**src/rtl/mem_access_unit_pkg.sv**
```systemverilog
// Shared op codes, byte-enable constants and FSM encoding for the memory access unit.
package mem_access_unit_pkg;

    localparam logic [7:0] MEM_NONE = 8'h00;
    localparam logic [7:0] MEM_LB   = 8'h01;
    localparam logic [7:0] MEM_LBU  = 8'h02;
    localparam logic [7:0] MEM_LH   = 8'h03;
    localparam logic [7:0] MEM_LHU  = 8'h04;
    localparam logic [7:0] MEM_LW   = 8'h05;
    localparam logic [7:0] MEM_SB   = 8'h06;
    localparam logic [7:0] MEM_SH   = 8'h07;
    localparam logic [7:0] MEM_SW   = 8'h08;

    localparam int BE_W = 4;
    localparam logic [BE_W-1:0] BE_BYTE = 4'b0001;
    localparam logic [BE_W-1:0] BE_HALF = 4'b0011;
    localparam logic [BE_W-1:0] BE_WORD = 4'b1111;

    typedef enum logic [1:0] {
        ST_IDLE = 2'd0,
        ST_REQ  = 2'd1,
        ST_DONE = 2'd2
    } state_t;

    function automatic logic is_mem_op(input logic [7:0] op);
        return (op == MEM_LB) || (op == MEM_LBU) || (op == MEM_LH) || (op == MEM_LHU) ||
               (op == MEM_LW) || (op == MEM_SB)  || (op == MEM_SH) || (op == MEM_SW);
    endfunction

    function automatic logic is_store(input logic [7:0] op);
        return (op == MEM_SB) || (op == MEM_SH) || (op == MEM_SW);
    endfunction

    function automatic logic is_misaligned(input logic [7:0] op, input logic [1:0] a);
        if ((op == MEM_LH) || (op == MEM_LHU) || (op == MEM_SH)) return a[0];
        if ((op == MEM_LW) || (op == MEM_SW)) return (a != 2'b00);
        return 1'b0;
    endfunction

endpackage

```
**src/rtl/mem_access_unit_load_align.sv**
```systemverilog
// Load lane extraction: picks the byte/half selected by addr[1:0] and sign/zero extends it.
module load_align
    import mem_access_unit_pkg::*;
#(
    parameter int DATA_W = 32
) (
    input  logic [7:0]        op,
    input  logic [1:0]        addr,
    input  logic [DATA_W-1:0] word,
    output logic [DATA_W-1:0] result
);

    logic [7:0]  byte_sel;
    logic [15:0] half_sel;

    always_comb begin
        byte_sel = word[7:0];
        case (addr)
            2'd1:    byte_sel = word[15:8];
            2'd2:    byte_sel = word[23:16];
            2'd3:    byte_sel = word[31:24];
            default: byte_sel = word[7:0];
        endcase
        half_sel = addr[1] ? word[31:16] : word[15:0];
    end

    always_comb begin
        result = '0;
        case (op)
            MEM_LB:  result = {{(DATA_W-8){byte_sel[7]}}, byte_sel};
            MEM_LBU: result = {{(DATA_W-8){1'b0}}, byte_sel};
            MEM_LH:  result = {{(DATA_W-16){half_sel[15]}}, half_sel};
            MEM_LHU: result = {{(DATA_W-16){1'b0}}, half_sel};
            MEM_LW:  result = word;
            default: result = '0;
        endcase
    end

endmodule

```
**src/rtl/mem_access_unit.sv**
```systemverilog
// Pipeline memory stage: stalls EX while a single bus transaction (req until ack or timeout) completes.
// Bus handshake: ram_req_o stays high with stable address/data/enables until ram_ack_i is sampled high on a clk edge.
module mem_access_unit
    import mem_access_unit_pkg::*;
#(
    parameter int DATA_W  = 32,
    parameter int ADDR_W  = 32,
    parameter int TIMEOUT = 15
) (
    input  logic              clk,
    input  logic              rst,
    input  logic              we_i,
    input  logic [4:0]        waddr_i,
    input  logic [DATA_W-1:0] wdata_i,
    input  logic [7:0]        mem_op,
    input  logic [ADDR_W-1:0] mem_addr_i,
    input  logic [DATA_W-1:0] mem_data_i,
    output logic              we_o,
    output logic [4:0]        waddr_o,
    output logic [DATA_W-1:0] wdata_o,
    output logic              ram_req_o,
    output logic              ram_we_o,
    output logic [ADDR_W-1:0] ram_addr_o,
    output logic [DATA_W-1:0] ram_data_o,
    output logic [BE_W-1:0]   ram_be_o,
    input  logic              ram_ack_i,
    input  logic [DATA_W-1:0] ram_data_i,
    output logic              stall_o,
    output logic              addr_err_o,
    output logic              bus_err_o,
    output state_t            state_dbg
);

    state_t            state_q, state_d;
    logic [7:0]        cnt_q, cnt_d;
    logic [DATA_W-1:0] rdata_q, rdata_d;
    logic              err_q, err_d;
    logic [DATA_W-1:0] load_result;
    logic [BE_W-1:0]   be;
    logic [DATA_W-1:0] store_data;
    logic              op_valid, misaligned, go;

    assign op_valid   = is_mem_op(mem_op);
    assign misaligned = op_valid && is_misaligned(mem_op, mem_addr_i[1:0]);
    assign go         = op_valid && !misaligned;
    assign state_dbg  = state_q;

    load_align #(.DATA_W(DATA_W)) u_load_align (
        .op     (mem_op),
        .addr   (mem_addr_i[1:0]),
        .word   (rdata_q),
        .result (load_result)
    );

    always_comb begin
        be         = '0;
        store_data = '0;
        case (mem_op)
            MEM_LB, MEM_LBU: be = BE_BYTE << mem_addr_i[1:0];
            MEM_LH, MEM_LHU: be = BE_HALF << mem_addr_i[1:0];
            MEM_LW:          be = BE_WORD;
            MEM_SB: begin
                be         = BE_BYTE << mem_addr_i[1:0];
                store_data = {4{mem_data_i[7:0]}};
            end
            MEM_SH: begin
                be         = BE_HALF << mem_addr_i[1:0];
                store_data = {2{mem_data_i[15:0]}};
            end
            MEM_SW: begin
                be         = BE_WORD;
                store_data = mem_data_i;
            end
            default: ;
        endcase
    end

    always_ff @(posedge clk) begin
        if (rst) begin
            state_q <= ST_IDLE;
            cnt_q   <= '0;
            rdata_q <= '0;
            err_q   <= 1'b0;
        end else begin
            state_q <= state_d;
            cnt_q   <= cnt_d;
            rdata_q <= rdata_d;
            err_q   <= err_d;
        end
    end

    always_comb begin
        state_d    = state_q;
        cnt_d      = cnt_q;
        rdata_d    = rdata_q;
        err_d      = err_q;
        we_o       = 1'b0;
        waddr_o    = '0;
        wdata_o    = '0;
        ram_req_o  = 1'b0;
        ram_we_o   = 1'b0;
        ram_addr_o = '0;
        ram_data_o = '0;
        ram_be_o   = '0;
        stall_o    = 1'b0;
        addr_err_o = 1'b0;
        bus_err_o  = 1'b0;

        case (state_q)
            ST_IDLE: begin
                cnt_d = '0;
                err_d = 1'b0;
                if (go) begin
                    stall_o = 1'b1;
                    state_d = ST_REQ;
                end else if (misaligned) begin
                    addr_err_o = 1'b1;
                end else begin
                    we_o    = we_i;
                    waddr_o = waddr_i;
                    wdata_o = wdata_i;
                end
            end
            ST_REQ: begin
                stall_o   = 1'b1;
                ram_req_o = 1'b1;
                if (ram_ack_i) begin
                    rdata_d = ram_data_i;
                    state_d = ST_DONE;
                end else if (cnt_q == 8'(TIMEOUT - 1)) begin
                    // Last allowed request cycle without ack: abandon the access.
                    err_d   = 1'b1;
                    state_d = ST_DONE;
                end else begin
                    cnt_d = cnt_q + 8'd1;
                end
            end
            ST_DONE: begin
                state_d   = ST_IDLE;
                waddr_o   = waddr_i;
                bus_err_o = err_q;
                if (!err_q && !is_store(mem_op)) begin
                    we_o    = we_i;
                    wdata_o = load_result;
                end
            end
            default: state_d = ST_IDLE;
        endcase

        if (ram_req_o) begin
            ram_we_o   = is_store(mem_op);
            ram_addr_o = {mem_addr_i[ADDR_W-1:2], 2'b00};
            ram_data_o = store_data;
            ram_be_o   = be;
        end

        if (rst) begin
            we_o       = 1'b0;
            waddr_o    = '0;
            wdata_o    = '0;
            ram_req_o  = 1'b0;
            ram_we_o   = 1'b0;
            ram_addr_o = '0;
            ram_data_o = '0;
            ram_be_o   = '0;
            stall_o    = 1'b0;
            addr_err_o = 1'b0;
            bus_err_o  = 1'b0;
        end
    end

endmodule

```
**config.mk**
```make
export PLATFORM = sky130hd
export DESIGN_NAME = mem_access_unit
export DESIGN_NICKNAME = d
export VERILOG_FILES = /design/src/rtl/mem_access_unit_pkg.sv /design/src/rtl/mem_access_unit_load_align.sv /design/src/rtl/mem_access_unit.sv
export SDC_FILE = /design/constraint.sdc
export NUM_CORES = 1
export LEC_CHECK = 0
export ABC_AREA = 1
export CAP_MARGIN = 20
export CORE_MARGIN = 8
export CORE_UTILIZATION = 30
export CTS_CLUSTER_SIZE = 28
export DETAILED_ROUTE_END_ITERATION = 10
export GPL_TIMING_DRIVEN = 0
export PLACE_DENSITY = 0.77
export SLEW_MARGIN = 5
export SYNTH_ARGS = -nofsm -noshare
export SYNTH_HDL_FRONTEND = slang
export SYNTH_SLANG_ARGS = --single-unit
```
**constraint.sdc**
```tcl
create_clock -name clk -period 3 [get_ports clk]
set_input_delay 0.9 -clock clk [delete_from_list [all_inputs] [get_ports clk]]
set_output_delay 0.9 -clock clk [all_outputs]
set_load 0.01 [all_outputs]
```
# After elaboration in Yosys (flattened, before gate mapping)
# Index checks and enable logic that the tools add are counted.
# totals
register_bits	43
in_bits	145
out_inout_bits	113
wordCells	109
# op_classes
addsub	1
eq_ne	19
shift	2
mux	55
n_reduce_logical	28
# ops
op	n
2-to-1 mux 32 bit	8
case mux 32 bit (5 select lines)	1
case mux 32 bit (3 select lines)	1
case mux 32 bit (2 select lines)	1
equality test 8 x 3 -> 1 bit, second input constant	4
2-to-1 mux 1 bit	25
case mux 8 bit (3 select lines)	1
equality test 8 x 2 -> 1 bit, second input constant	2
equality test 8 x 4 -> 1 bit, second input constant	2
2-to-1 mux 16 bit	1
2-to-1 mux 8 bit	2
case mux 8 bit (2 select lines)	1
2-to-1 mux 5 bit	3
logical OR 1 bit	12
case mux 4 bit (3 select lines)	1
case mux 5 bit (2 select lines)	1
adder 8 x 1 -> 8 bit, second input constant	1
equality test 8 x 1 -> 1 bit, second input constant	1
2-to-1 mux 4 bit	2
inequality test 2 bit, second input constant	4
equality test 2 bit, second input constant	3
2-to-1 mux 2 bit	3
case mux 1 bit (2 select lines)	3
AND reduction 3 bit	2
other kinds (12)	20

# Depth between registers and ports, before layout
# depth
depth_word	14
ltp_mapped	11

# Modules after synthesis
# Synthesis repeated with hierarchy kept, for this count alone.
# unflattened
hier_cells	856
hier_area_um2	4505.6
# by_module_without_submodules
mod	instances	cells_per_inst	area_per_inst_um2
mem_access_unit	1	642	3477.1
load_align	1	214	1028.5

# Worst setup path after synthesis
# No wires, ideal clock.
# synth_timing
kind	input-to-output
start	in mem_op[4]
end	out ram_data_o[10]
t_arrival_ps	2118
path_slack_ps	-18
path_stages	10
n_path_buf	1
path_cell_list	inv_1 nand2_1 nor2_4 nand2_2 nand2_1 inv_2 nor2_2 inv_2 buf_2 a31oi_1
# synth_via
elab_chain_len	4
# synth_rtl
element	line_no	rtl
start, declared	mem_access_unit.sv:15	input logic [7:0] mem_op,
equality test 8 x 4 -> 1 bit / equality test 8 x 3 -> 1 bit (equally long branches)	mem_access_unit.sv:58	case (mem_op)
case mux 32 bit (3 select lines) *	mem_access_unit.sv:58	
2-to-1 mux 32 bit *	mem_access_unit.sv:150	if (ram_req_o) begin
2-to-1 mux 32 bit *	mem_access_unit.sv:157	if (rst) begin
end, declared	mem_access_unit.sv:24	output logic [DATA_W-1:0] ram_data_o,
# Mark *: on every way between the ends. The rest lies on a longest branch, timed or not.

# Worst setup path in the final report
# layout_timing
start	in mem_op[2]
end	out ram_data_o[15]
# Same word-level chain as after synthesis.

==> results.toml <==
[outcome]
failed_checks = "setup timing"
status = "complete, but fails checks"

[synthesis]
yosysMostFrequentCell = "nand2_1"
synth_common_cells = "214 x nand2_1, 106 x nor2_1, 104 x nand3_1"
synth_top_flop_cell = "dfxtp_1"
synth_edf_count = 0
synth_warnings = 0
synth.distinct_cells = 33
avgSynthCellArea_um2 = 5.38
syn_area_um2 = 4340
synthArstFlopShare_pct = 0
ys_seq_area_share_pct = 19.8
synth_area_leaders = "dfxtp_1 20%, nand2_1 19%, nand3_1 12%"
synth_top_area_cell = "dfxtp_1"
synthCells = 807
synth_top_area_share_pct = 19.8
ys_ff_latch = 43

[cts]
clkTransAtPathRegs_ns = 0.07
cts_root_buf = "clkbuf_16"
cts_tree = "done"
cts_buffers = 5
cts_sinks = 43
clockBufferDepth = 2
holdBufCountCts = 0
h-tree-depth = 2
clock_latency_ns = 0.29

[grt]
grt_max_degree = 16
gr-total-overflow = 0
grt_pass1_vias = 6228
grt_antenna_before_repair = 0
grt_pass1_wl_um = 32700
grt_usage_pct = 21.6

[floorplanning]
fp.dieH_um = 136
dieWidth_um = 136
core-area_um2 = 14300
io_pins = 258
num_rows = 44
start_util_pct = 30.3
dieArea_um2 = 18600

[pwr]
irDropWorstVdd_v = 0.000229
p_clk_share_pct = 32.9
leakage_nw = 3.97
power_density_nw_per_um2 = 206
combPwrFrac_pct = 32.9
p_sw_w = 0.000515
p_int_w = 0.00119
switching_share_pct = 30.1
power_frac_seq_pct = 34.2

[timing]
period_minus_slack_ns = 3.26
hold_viol_final = 0
setup_viol = 91
max_freq_mhz = 306
finalClockSkew_ns = 0.00620
fin_crit_sh_pct = 109
fin_ws_ns = -0.264
grt_setup_unrepaired = "true"
worst_pin_slew_ns = 0.699
slew_viol_final = 0
slew_headroom_pct = 53.4
fin_setup_tns_ns = -13.17

[routing]
drt-wirelength-per-cell_um = 17.0
drc_errors = 0
routed_wl_um = 22100
ant_nets = 0
drt_pass1_iterations = 7
first_iter_violations = 474
dr_total_vias = 6657
viasPerCell = 5.12

[final_layout]
multiInputGateArea_um2 = 3590
design_area_um2 = 8310
final_util_pct = 58.0
instances_no_fill = 1299
syn2layout_area_growth_pct = 91.5
n_fill_cell = 1368
final-seq-area_um2 = 861
diodes = 0
fin_nets = 1261
drive_above_1_share_pct = 29.7

[setup_path]
r2r_setup_slack_ns = 0.94
worst_ep_arrival_time_ns = 2.36
worstPathMaxFanout = 5
path_cells = "buf_12 -> clkinv_8 -> nor2_4 -> nand4_1 -> buf_4 -> nand2_4 -> inv_8 -> nor2_4 -> clkinv_4 -> buf_6 -> a31oi_1 -> buf_2"
worstSetupEndpoint = "ram_data_o[15]"
slowest_delay_ns = 0.18
critPathKind = "input pin to output port"
r2r-start = "state_dbg[1]"
ff2ff_path_depth = 10
r2r-end = "cnt_q[7]"
cp_slowest_cell = "buf_4"
startpoint = "mem_op[2]"
crit_top_cell = "nor2_4"
cp.required_ns = 2.10
cp-start-kind = "input pin"
endpoint_kind = "output port"

[place]
gp_congestion = 0.944
pre_cts_ws_ns = -1.31
dpl.cell_count = 1244
io_buffers = 252
dpl.hpwl_um = 16700
placedInstanceArea_um2 = 7090

[hold_path]
hold_path_class = "flip-flop to flip-flop"
min_from = "rdata_q[7]"

[job]
cap_violations = 0
-- worst min-delay path by stage --
| stage | cells past startpoint | endpoint | slack (ns) |
|---|---|---|---|
| after global placement | 2 | rdata_q[12] | 0.48 |
| final | 2 | rdata_q[7] | 0.49 |
| after CTS | 2 | rdata_q[7] | 0.49 |
| after floorplan | 2 | rdata_q[25] | 0.45 |
| after detailed placement | 2 | rdata_q[7] | 0.48 |
| after global routing | 2 | rdata_q[12] | 0.52 |
-- power groups by stage --
stage | clock, W | sequential (W) | combinational (W)
finish | 0.000561 | 0.000585 | 0.000563
global route | 0.000593 | 0.000585 | 0.000603
CTS | 0.000567 | 0.000584 | 0.000524
detailed placement | 0 | 0.000597 | 0.000480
global placement | 0 | 0.000597 | 0.000477
floorplan | 0 | 0.000594 | 0.000171
-- through the flow --
stage / total power, W / hold WS [ns]
final: 0.00171 / 0.487
after global routing: 0.00178 / 0.519
after CTS: 0.00168 / 0.486
after detailed placement: 0.00108 / 0.475
after global placement: 0.00107 / 0.475
after floorplan: 0.000765 / 0.446
-- cell families after synthesis --
logic type	Yosys count	share of synthesized area, %
and+or+nand+nor	487	50.0
buffers and inverters	137	12.9
AOI/OAI and AO/OA	136	16.4
DFF	43	19.8
adders and majority gates	2	0.577
xor gates and xnor gates	1	0.202
other	1	0.0864
-- layer usage --
metal / up-vias / GRT usage [%] / routed length (um)
li1: 3257 / - / -
met1: 3005 / 26.3 / 8590
met2: 342 / 36.7 / 10600
met3: 53 / 5.06 / 2220
met4: 0 / 6.35 / 636
met5: - / 0 / 0
-- cell type report --
type,count,share of cell area [%]
Buffer,52,4.62
Tap cell,184,2.77
Timing Repair inverter,1,0.0753
Timing Repair Buffer,298,32.9
Clock buffer,5,1.51
Sequential cell,43,10.4
Clock inverter,3,0.286
Inverter,85,4.35
Multi-Input combinational cell,628,43.2
-- state kept, by name, summed over array words and instances (netlist names) --
| register | flops |
|---|---|
| rdata_q | 32 |
| cnt_q | 8 |
| state_dbg | 2 |
| err_q | 1 |
-- critical path: cells and delay by family --
kind | cells | cell delay [ns]
compound gates | 1 | 0.14
buf+inv | 7 | 0.83
simple gates | 4 | 0.50
-- placed cells by master, fill, tap and decap left out, types with 7 or more instances in the layout --
cell,count
inv_2,11
clkbuf_1,13
buf_8,8
a21oi_2,32
nand3_2,9
nor2_2,10
nand2_4,18
inv_1,64
buf_6,35
buf_4,36
nand2_2,22
o21ai_0,52
dfxtp_1,43
a21oi_1,31
nor2_1,82
nand3_1,93
nand2_1,177
nor2_4,21
dlymetal6s2s_1,7
buf_2,72
clkdlybuf4s50_1,157
nand4_1,37
-- timing repair --
item / CTS / global route
cloned: 6 / 2
gates resized for setup: 550 / 103
pin swaps: 67 / 36
setup endpoints to repair: 109 / 105
buffers inserted: 26 / 13
(Power assumes the default switching activity.)
